--- src/rtl/filter_word_packer_if.sv ---
// Handshake and bus bundle between the weight source, the packer and the PE filter FIFO.
// The master side drives weights and FIFO status. The slave side is the packer.
interface filter_word_packer_if #(
  parameter int DATA_WIDTH        = 16,
  parameter int DATA_WIDTH_FILTER = 64,
  parameter int COUNT_WIDTH       = 12
);
  logic                         configure;
  logic [COUNT_WIDTH-1:0]       total_count;
  logic                         in_valid;
  logic [DATA_WIDTH-1:0]        in_data;
  logic                         in_ready;
  logic                         push_filter;
  logic [DATA_WIDTH_FILTER-1:0] filter;
  logic                         filter_fifo_full;
  logic                         busy;
  logic                         done;

  modport master (
    output configure, total_count, in_valid, in_data, filter_fifo_full,
    input  in_ready, push_filter, filter, busy, done
  );

  modport slave (
    input  configure, total_count, in_valid, in_data, filter_fifo_full,
    output in_ready, push_filter, filter, busy, done
  );
endinterface

--- src/rtl/filter_word_packer.sv ---
// Packs LANES consecutive 16-bit filter weights into one FIFO word per layer of total_count weights.
// The last partial word is zero-padded. done fires with the final push.
module filter_word_packer #(
  parameter int DATA_WIDTH        = 16,
  parameter int DATA_WIDTH_FILTER = 64,
  parameter int COUNT_WIDTH       = 12
) (
  input  logic                clk,
  input  logic                reset,
  filter_word_packer_if.slave bus
);
  localparam int LANES  = DATA_WIDTH_FILTER / DATA_WIDTH;
  localparam int LANE_W = (LANES > 1) ? $clog2(LANES) : 1;

  typedef enum logic [1:0] {IDLE, FILL, DRAIN} state_t;
  state_t state, state_nx;

  logic [COUNT_WIDTH-1:0]           total_q, elem_cnt;
  logic [LANE_W-1:0]                lane;
  logic [LANES-1:0][DATA_WIDTH-1:0] asm_q, asm_nx;
  logic [DATA_WIDTH_FILTER-1:0]     out_reg;
  logic out_pending, zero_done;
  logic last_elem, completing, push_now, accept, cfg_idle;

  assign last_elem  = (elem_cnt == total_q - COUNT_WIDTH'(1));
  assign completing = (lane == LANE_W'(LANES-1)) || last_elem;
  assign push_now   = out_pending && !bus.filter_fifo_full;
  // A completing weight needs the output slot free, or freeing this cycle.
  assign bus.in_ready = (state == FILL) && !(completing && out_pending && !push_now);
  assign accept       = bus.in_valid && bus.in_ready;
  assign cfg_idle     = bus.configure && (state == IDLE);

  assign bus.push_filter = push_now;
  assign bus.filter      = out_reg;
  assign bus.busy        = (state != IDLE);
  assign bus.done        = zero_done || ((state == DRAIN) && push_now);

  for (genvar g = 0; g < LANES; g++) begin : g_lane
    assign asm_nx[g] = (accept && lane == LANE_W'(g)) ? bus.in_data : asm_q[g];
  end

  always_comb begin
    state_nx = state;
    unique case (state)
      IDLE:    if (bus.configure && bus.total_count != '0) state_nx = FILL;
      FILL:    if (accept && last_elem) state_nx = DRAIN;
      DRAIN:   if (push_now) state_nx = IDLE;
      default: state_nx = IDLE;
    endcase
  end

  always_ff @(posedge clk) begin
    if (reset) begin
      state       <= IDLE;
      total_q     <= '0;
      elem_cnt    <= '0;
      lane        <= '0;
      asm_q       <= '0;
      out_reg     <= '0;
      out_pending <= 1'b0;
      zero_done   <= 1'b0;
    end else begin
      state     <= state_nx;
      zero_done <= cfg_idle && (bus.total_count == '0);
      if (cfg_idle) begin
        total_q  <= bus.total_count;
        elem_cnt <= '0;
        lane     <= '0;
        asm_q    <= '0;
      end else if (accept) begin
        elem_cnt <= elem_cnt + COUNT_WIDTH'(1);
        if (completing) begin
          lane  <= '0;
          asm_q <= '0;
        end else begin
          lane  <= lane + LANE_W'(1);
          asm_q <= asm_nx;
        end
      end
      // Loading a new word takes priority over clearing pending, so a same-edge push/load keeps it set.
      if (accept && completing) begin
        out_reg     <= asm_nx;
        out_pending <= 1'b1;
      end else if (push_now) begin
        out_pending <= 1'b0;
      end
    end
  end
endmodule
--- src/flat_wrapper.sv ---
// flat-port wrapper written by rule: the top's interface ports become plain ports
module filter_word_packer_flat 
#(
  parameter int DATA_WIDTH        = 16,
  parameter int DATA_WIDTH_FILTER = 64,
  parameter int COUNT_WIDTH       = 12
)
  (clk, reset, bus_configure, bus_total_count, bus_in_valid, bus_in_data, bus_filter_fifo_full, bus_in_ready, bus_push_filter, bus_filter, bus_busy, bus_done);
  filter_word_packer_if #(.DATA_WIDTH(DATA_WIDTH), .DATA_WIDTH_FILTER(DATA_WIDTH_FILTER), .COUNT_WIDTH(COUNT_WIDTH)) bus_i ();
  input  logic clk;
  input  logic reset;
  input wire logic [$bits(bus_i.configure)-1:0] bus_configure;
  input wire logic [$bits(bus_i.total_count)-1:0] bus_total_count;
  input wire logic [$bits(bus_i.in_valid)-1:0] bus_in_valid;
  input wire logic [$bits(bus_i.in_data)-1:0] bus_in_data;
  input wire logic [$bits(bus_i.filter_fifo_full)-1:0] bus_filter_fifo_full;
  output wire logic [$bits(bus_i.in_ready)-1:0] bus_in_ready;
  output wire logic [$bits(bus_i.push_filter)-1:0] bus_push_filter;
  output wire logic [$bits(bus_i.filter)-1:0] bus_filter;
  output wire logic [$bits(bus_i.busy)-1:0] bus_busy;
  output wire logic [$bits(bus_i.done)-1:0] bus_done;
  assign bus_i.configure = bus_configure;
  assign bus_i.total_count = bus_total_count;
  assign bus_i.in_valid = bus_in_valid;
  assign bus_i.in_data = bus_in_data;
  assign bus_i.filter_fifo_full = bus_filter_fifo_full;
  assign bus_in_ready = bus_i.in_ready;
  assign bus_push_filter = bus_i.push_filter;
  assign bus_filter = bus_i.filter;
  assign bus_busy = bus_i.busy;
  assign bus_done = bus_i.done;
  filter_word_packer #(.DATA_WIDTH(DATA_WIDTH), .DATA_WIDTH_FILTER(DATA_WIDTH_FILTER), .COUNT_WIDTH(COUNT_WIDTH)) u_core (.clk(clk), .reset(reset), .bus(bus_i));
endmodule
--- config.mk ---
export PLATFORM = sky130hd
export DESIGN_NAME = filter_word_packer_flat
export DESIGN_NICKNAME = d
export VERILOG_FILES = /design/src/rtl/filter_word_packer_if.sv /design/src/rtl/filter_word_packer.sv /design/src/flat_wrapper.sv
export SDC_FILE = /design/constraint.sdc
export NUM_CORES = 1
export LEC_CHECK = 0
export CAP_MARGIN = 10
export CORE_UTILIZATION = 30
export DETAILED_ROUTE_END_ITERATION = 10
export PLACE_DENSITY_LB_ADDON = 0.1
export SLEW_MARGIN = 20
export SYNTH_ARGS = -nofsm -noshare
export SYNTH_HDL_FRONTEND = slang
export SYNTH_SLANG_ARGS = --single-unit
--- constraint.sdc ---
create_clock -name clk -period 4.68 [get_ports clk]
set_input_delay 1.404 -clock clk [delete_from_list [all_inputs] [get_ports clk]]
set_output_delay 1.404 -clock clk [all_outputs]
set_load 0.05 [all_outputs]
==> flow_metrics.env, run 1 <==
export IMPL_status="finished, final reports clean"
export IMPL_die_x_microns=150
export IMPL_relSlewSlack=0.349
export IMPL_cts_reportedPaths_clkPinSlew_ps=60
export IMPL_vias=5128
export IMPL_crit_required_ps=3280
export IMPL_numCtsBuffers=17
export IMPL_coreArea_sq_mm=0.0213
export IMPL_path_cells="inv_1 -> ha_1 -> xnor2_1 -> o2bb2ai_1 -> a211oi_1 -> o2111ai_1 -> o41ai_4 -> a21oi_1 -> buf_12"
export IMPL_cts_sinks=158
export IMPL_grt_pass1_wl_microns=27800
export IMPL_grtUsageTotal=0.164
export IMPL_ys_warn_count=0
export IMPL_gp_congestion=0.765
export IMPL_crit_path_max_fanout=11
export IMPL_async_reset_ff_frac=0
export IMPL_dp_slack_ps=570
export IMPL_dr_pass1_iters=4
export IMPL_start_util=0.310
export IMPL_fin_tns_setup_ps=0
export IMPL_cts_tree="yes"
export IMPL_max_cap_violations=0
export IMPL_grt_overflow=0
export IMPL_io_pins=101
export IMPL_powerDensity_mw_per_mm2=381
export IMPL_drive_gt1_frac=0.0796
export IMPL_fp_dieH_microns=150
export IMPL_yosysTopAreaCellShare=0.479
export IMPL_ys_top_cells_by_area="dfxtp_1 (48%), mux2i_1 (10%), a211oi_1 (7.7%)"
export IMPL_cts_resized=0
export IMPL_slowest_stage="o41ai_4"
export IMPL_end_kind="primary output"
export IMPL_synthFlopType="dfxtp_1"
export IMPL_drt_wl_total_microns=18000
export IMPL_yosys_cell_count_top_type="dfxtp_1"
export IMPL_finalWorstSetupSlack_ps=316
export IMPL_synth_edff_count=0
export IMPL_num_fill_cells=2086
export IMPL_startpoint_type="flip-flop"
export IMPL_n_antenna_cell=0
export IMPL_ff_latch_area_sq_mm=0.00316
export IMPL_synth_cells=665
export IMPL_setup_violations=0
export IMPL_finalCritPeriodShare=0.932
export IMPL_finalMaxSlewViolations=0
export IMPL_netlist_area_sq_mm=0.00660
export IMPL_grt_start_max_net_pins=129
export IMPL_yosysTopAreaCell="dfxtp_1"
export IMPL_dp_hpwl_microns=12400
export IMPL_fin_crit_ps=4360
export IMPL_hold_viol=0
export IMPL_path_class="flip-flop to primary output"
export IMPL_ctsHoldBuffers=0
export IMPL_area_growth_pct=27.7
export IMPL_ant_nets=0
export IMPL_antenna_found_initial=0
export IMPL_synth_cell_type_count=49
export IMPL_rsz0062_at_grt="false"
export IMPL_yosysSeqAreaShare=0.479
export IMPL_htreeDepth=4
export IMPL_synth_common_cells="dfxtp_1 (158), nor2_1 (79), a211oi_1 (68)"
export IMPL_ys_ff_latch=158
export IMPL_final_setup_skew_ps=9.97
export IMPL_hp_class="flip-flop to flip-flop"
export IMPL_cp_slowest_stage_delay_ps=490
export IMPL_ir_worst_vdd_v=0.000247
export IMPL_avgSynthCellArea_sq_um=9.93
export IMPL_multi_input_area_sq_mm=0.00314
export IMPL_die_area_sq_mm=0.0226
export IMPL_drc=0
export IMPL_insertion_delay_ps=420
export IMPL_rows=53
export IMPL_cts_root_buf="clkbuf_16"
export IMPL_portBuffers=100
export IMPL_final_nets=780
export IMPL_tightest_slew_ps=975
export IMPL_worstPathArrival_ps=2960
export IMPL_clock_path_buffers=2
export IMPL_max_freq_ghz=0.229
export IMPL_synth_nets=704
export IMPL_viasPerCell=4.98
export IMPL_leakage_uw=0.00309
export IMPL_post_cts_buffers=0
export IMPL_grt_pass1_vias=5009
export IMPL_drtIter0Drc=269
export IMPL_wl_per_cell_microns=17.5
-- power breakdown --
part           leakage, uW  switching (uW)  internal (uW)  total (uW)
clock network     0.000311             594            956        1550
registers          0.00127            19.7           1360        1380
logic              0.00150             173            109         282
total              0.00309             787           2430        3210
-- metrics by stage --
stage	instances	hold WS, ps	util	instance area [sq um]	power (uW)
after floorplan	665	448	-	6600	1590
after global placement	996	461	0.365	7770	1690
after detailed placement	996	463	0.365	7770	1700
after CTS	1028	474	0.396	8430	3250
after global routing	1029	494	0.396	8440	3340
final	1029	477	0.396	8440	3210
-- kinds of logic after synthesis --
group / Yosys count / share of synthesized area
simple gates: 179 / 0.128
xor+xnor: 18 / 0.0239
fa+ha+maj: 6 / 0.0114
mux: 66 / 0.100
flops: 158 / 0.479
buf+inv: 66 / 0.0470
compound gates: 172 / 0.211
-- flip-flops by register name, summed over array words and instances (netlist names) --
name / flops
u_core.total_q: 12
u_core.lane: 2
u_core.state: 2
u_core.asm_q: 64
u_core.elem_cnt: 12
u_core.out_pending: 1
u_core.zero_done: 1
u_core.bus.filter: 64
-- path summary, 6_finish.rpt --
path / from / to / slack [ps] / cells after the start
setup / recovery: u_core.total_q[0]$_SDFFE_PP0P_ / bus_in_ready / 320 / 9
hold / removal: u_core.total_q[11]$_SDFFE_PP0P_ / u_core.total_q[11]$_SDFFE_PP0P_ / 480 / 2
setup reg to reg: u_core.total_q[0]$_SDFFE_PP0P_ / u_core.elem_cnt[6]$_SDFFE_PP0N_ / 1300 / 10
hold reg to reg: u_core.total_q[11]$_SDFFE_PP0P_ / u_core.total_q[11]$_SDFFE_PP0P_ / 480 / 2
-- placed cells by master (no fill, tap or decap), types with 2 or more instances in the layout --
master	n
o22ai_4	3
ha_1	6
xor2_1	2
clkdlybuf4s50_1	96
bufinv_16	5
a31oi_1	4
nand3_1	9
o21ai_0	3
or3_1	3
nand2_1	34
o211ai_1	2
nor4_1	7
a31o_2	3
inv_1	13
buf_12	2
and4_1	2
a21oi_1	23
nor2b_1	2
nand2b_1	3
a211oi_1	68
xnor2_1	16
o2111ai_1	2
dfxtp_1	158
a211o_1	2
nor3_1	6
a21o_1	2
buf_4	11
nor2_1	79
nand4_1	2
and2_1	3
clkbuf_16	17
mux2i_1	66
and3_1	24
a22o_1	48
inv_6	5
clkinvlp_4	3
-- layout make-up --
type,instances,area share
tap,275,0.0408
timing repair buffer,110,0.129
clock buffer,17,0.0504
inverter,13,0.00578
sequential,158,0.375
multi-input combinational,441,0.372
clock inverter,15,0.0273
-- layer usage --
| metal | up-vias | wire length [microns] | GRT usage |
|---|---|---|---|
| met5 | - | 0 | 0 |
| li1 | 2583 | - | - |
| met1 | 2440 | 8630 | 0.214 |
| met3 | 10 | 840 | 0.0412 |
| met2 | 95 | 8360 | 0.267 |
| met4 | 0 | 151 | 0.0470 |
-- worst max-delay path: cells and delay by family (launching register included) --
family                   cells  cell delay [ps]
AO/OA/AOI/OAI                5             1310
XOR/XNOR                     1              180
adder cells (fa/ha/maj)      1              330
buffers and inverters        2              260
flip-flops                   1              450
No activity file was read; power rests on OpenSTA's default activity.
==> run 2: changes to the inputs <==
--- a/config.mk
+++ b/config.mk
@@ -5,9 +5,11 @@
 export SDC_FILE = /design/constraint.sdc
 export NUM_CORES = 1
 export LEC_CHECK = 0
+export ABC_AREA = 0
 export CAP_MARGIN = 10
 export CORE_UTILIZATION = 30
 export DETAILED_ROUTE_END_ITERATION = 10
+export HOLD_SLACK_MARGIN = 0.06
 export PLACE_DENSITY_LB_ADDON = 0.1
 export SLEW_MARGIN = 20
 export SYNTH_ARGS = -nofsm -noshare
==> results of run 2 <==
Same layout as run 1: the final DEF is identical, and so are final timing and power.
==> run 3: changes to the inputs <==
--- a/config.mk
+++ b/config.mk
@@ -9,6 +9,7 @@
 export CAP_MARGIN = 10
 export CORE_UTILIZATION = 30
 export DETAILED_ROUTE_END_ITERATION = 10
+export GPL_ROUTABILITY_DRIVEN = 0
 export HOLD_SLACK_MARGIN = 0.06
 export PLACE_DENSITY_LB_ADDON = 0.1
 export SLEW_MARGIN = 20
==> constraint.sdc (replaced) <==
create_clock -name clk -period 4.02 [get_ports clk]
set_input_delay 1.206 -clock clk [delete_from_list [all_inputs] [get_ports clk]]
set_output_delay 1.206 -clock clk [all_outputs]
set_load 0.05 [all_outputs]
==> run 3 against run 2 <==
Net effect:
- final area unchanged
- clock power increased by 5%
- cell count increased by 0.19%
- flip-flop and latch count unchanged
- non-clock buffer count increased by 2
- routed wire length decreased by 0.41%
- global-route usage increased by 0.26 points
- combinational power increased by 20%
- power increased by 11%
- register-to-register slack got worse by 540 ps
- sequential power increased by 17%
- highest routed layer unchanged
==> flow_metrics.env, run 3 (same netlist as run 1, synthesis figures left out) <==
export IMPL_status="finished, final reports clean"
export IMPL_ir_worst_vdd_v=0.000286
export IMPL_worstPathArrival_ps=2610
export IMPL_leakage_uw=0.00307
export IMPL_met3_usage=0.0370
export IMPL_hold_path_startpoint="u_core.asm_q[23]$_SDFFE_PP0N_"
export IMPL_place_area_sq_mm=0.00781
export IMPL_die_area_sq_mm=0.0226
export IMPL_setup_violations=0
export IMPL_final_nets=782
export IMPL_top_usage_layer="met2"
export IMPL_ctsHoldBuffers=0
export IMPL_drtIter0Drc=320
export IMPL_crit_required_ps=2810
export IMPL_finalCritPeriodShare=0.950
export IMPL_path_class="flip-flop to primary output"
export IMPL_final_area_sq_mm=0.00844
export IMPL_r2r_slack_ps=760
export IMPL_grt_pass1_vias=5347
export IMPL_insertion_delay_ps=420
export IMPL_met2_usage=0.264
export IMPL_start_util=0.310
export IMPL_fp_dieH_microns=150
export IMPL_crit_path_max_fanout=9
export IMPL_wl_per_cell_microns=17.4
export IMPL_area_growth_pct=27.7
export IMPL_holdPathEnd="u_core.asm_q[23]$_SDFFE_PP0N_"
export IMPL_min_path_cells=1
export IMPL_antenna_found_initial=0
export IMPL_grt_overflow=0
export IMPL_dr_pass1_iters=4
export IMPL_grtUsageTotal=0.167
export IMPL_finalMaxSlewViolations=0
export IMPL_final_cell_count_no_fill=1031
export IMPL_cts_root_buf="clkbuf_16"
export IMPL_max_cap_violations=0
export IMPL_n_antenna_cell=0
export IMPL_crit_family="compound AO/OA/AOI/OAI gates"
export IMPL_ant_nets=0
export IMPL_fin_crit_ps=3820
export IMPL_clock_path_buffers=2
export IMPL_fin_tns_setup_ps=0
export IMPL_portBuffers=100
export IMPL_vias=5273
export IMPL_viasPerCell=5.11
export IMPL_startpoint_type="flip-flop"
export IMPL_drive_gt1_frac=0.0886
export IMPL_cts_tree="yes"
export IMPL_final_common_cell="dfxtp_1"
export IMPL_max_freq_ghz=0.262
export IMPL_cts_sinks=158
export IMPL_finalWorstSetupSlack_ps=201
export IMPL_worst_path_buf_inv=1
export IMPL_dp_hpwl_microns=12400
export IMPL_num_fill_cells=2080
export IMPL_drt_wl_total_microns=17900
export IMPL_tightest_slew_ps=1020
export IMPL_relSlewSlack=0.320
export IMPL_io_pins=101
export IMPL_numCtsBuffers=17
export IMPL_path_cells="nor4_2 -> and4_1 -> o211ai_1 -> o311a_1 -> o41ai_4 -> a21oi_1 -> buf_12"
export IMPL_cp_slowest_stage_delay_ps=460
export IMPL_grt_pass1_wl_microns=28800
export IMPL_rsz0062_at_grt="false"
export IMPL_drc=0
export IMPL_powerDensity_mw_per_mm2=423
export IMPL_timing_rr_start="u_core.total_q[7]$_SDFFE_PP0P_"
export IMPL_die_x_microns=150
export IMPL_grt_use_met1=0.218
export IMPL_dp_slack_ps=376
export IMPL_dpl_cell_count=998
export IMPL_final_cell_mix="dfxtp_1 (156), clkdlybuf4s50_1 (96), nor2_1 (79), a211oi_1 (68), mux2i_1 (66)"
export IMPL_rows=53
export IMPL_timing_rr_end="u_core.elem_cnt[6]$_SDFFE_PP0N_"
export IMPL_hold_viol=0
export IMPL_end_kind="primary output"
export IMPL_coreArea_sq_mm=0.0213
export IMPL_final_setup_skew_ps=6.30
export IMPL_grt_start_max_net_pins=129
export IMPL_htreeDepth=4
export IMPL_cts_reportedPaths_clkPinSlew_ps=60
export IMPL_ff2ff_path_depth=9
export IMPL_hp_class="flip-flop to flip-flop"
export IMPL_slowest_stage="nor4_2"
-- run 3: changes by cell type in the layout (fill, tap and decap cells not counted), moves of 2 or more --
cell / delta
bufinv_16: -3
inv_6: -3
buf_12: +2
clkbuf_8: +2
clkinv_4: +2
dfxtp_1: -2
dfxtp_2: +2
-- run 3: routing by layer --
metal,up-vias,share of wire
met2,113,0.46
met3,29,0.041
li1,2596,-
met1,2535,0.47
met5,-,0
met4,0,0.024
-- run 3: worst max path at each step --
stage	start	end	cells after the start
after CTS	u_core.total_q[7]$_SDFFE_PP0P_	bus_in_ready	7
after detailed placement	bus_filter_fifo_full	bus_in_ready	4
after global placement	bus_filter_fifo_full	bus_in_ready	4
final	u_core.total_q[7]$_SDFFE_PP0P_	bus_in_ready	7
after global routing	u_core.total_q[7]$_SDFFE_PP0P_	bus_in_ready	7
after floorplan	u_core.total_q[0]$_SDFFE_PP0P_	bus_in_ready	9
-- run 3: layout make-up --
type                    count  area, sq um  share of cell area
flip-flops and latches    158         3170               0.375
multi-input cells         441         3160               0.374
repair buffers            112         1130               0.134
clock buffers              20          457              0.0541
well taps                 275          344              0.0408
clock inverters            12          136              0.0162
inverters                  13         48.8             0.00578
-- run 3: worst reg2reg max path, stage by stage (launching register included) --
cell	delay [ps]
dfxtp_1	400
nor4_2	460
a31oi_1	150
o211ai_1	220
o311a_1	330
o41ai_4	120
buf_4	190
a2111oi_1	880
a21oi_1	160
a31o_2	240
-- run 3: what timing repair did --
item / 4_1_cts / 5_1_grt
gates resized for setup: 1 / 5
setup endpoints to repair: 1 / 1
buffers inserted: 0 / 1
pin swaps: 0 / 1
-- run 3: metrics by stage --
stage	hold WS [ps]	utilization	power, uW
6_report	481	0.396	3570
5_1_grt	493	0.396	3710
4_1_cts	482	0.395	3600
3_5_place_dp	463	0.367	1980
3_3_place_gp	461	0.367	1970
2_1_floorplan	448	-	1860
-- run 3: power by group --
group          internal (uW)  leakage, uW  switching, uW
clock network            952     0.000283            670
logic                    132      0.00152            206
registers               1580      0.00128           24.7
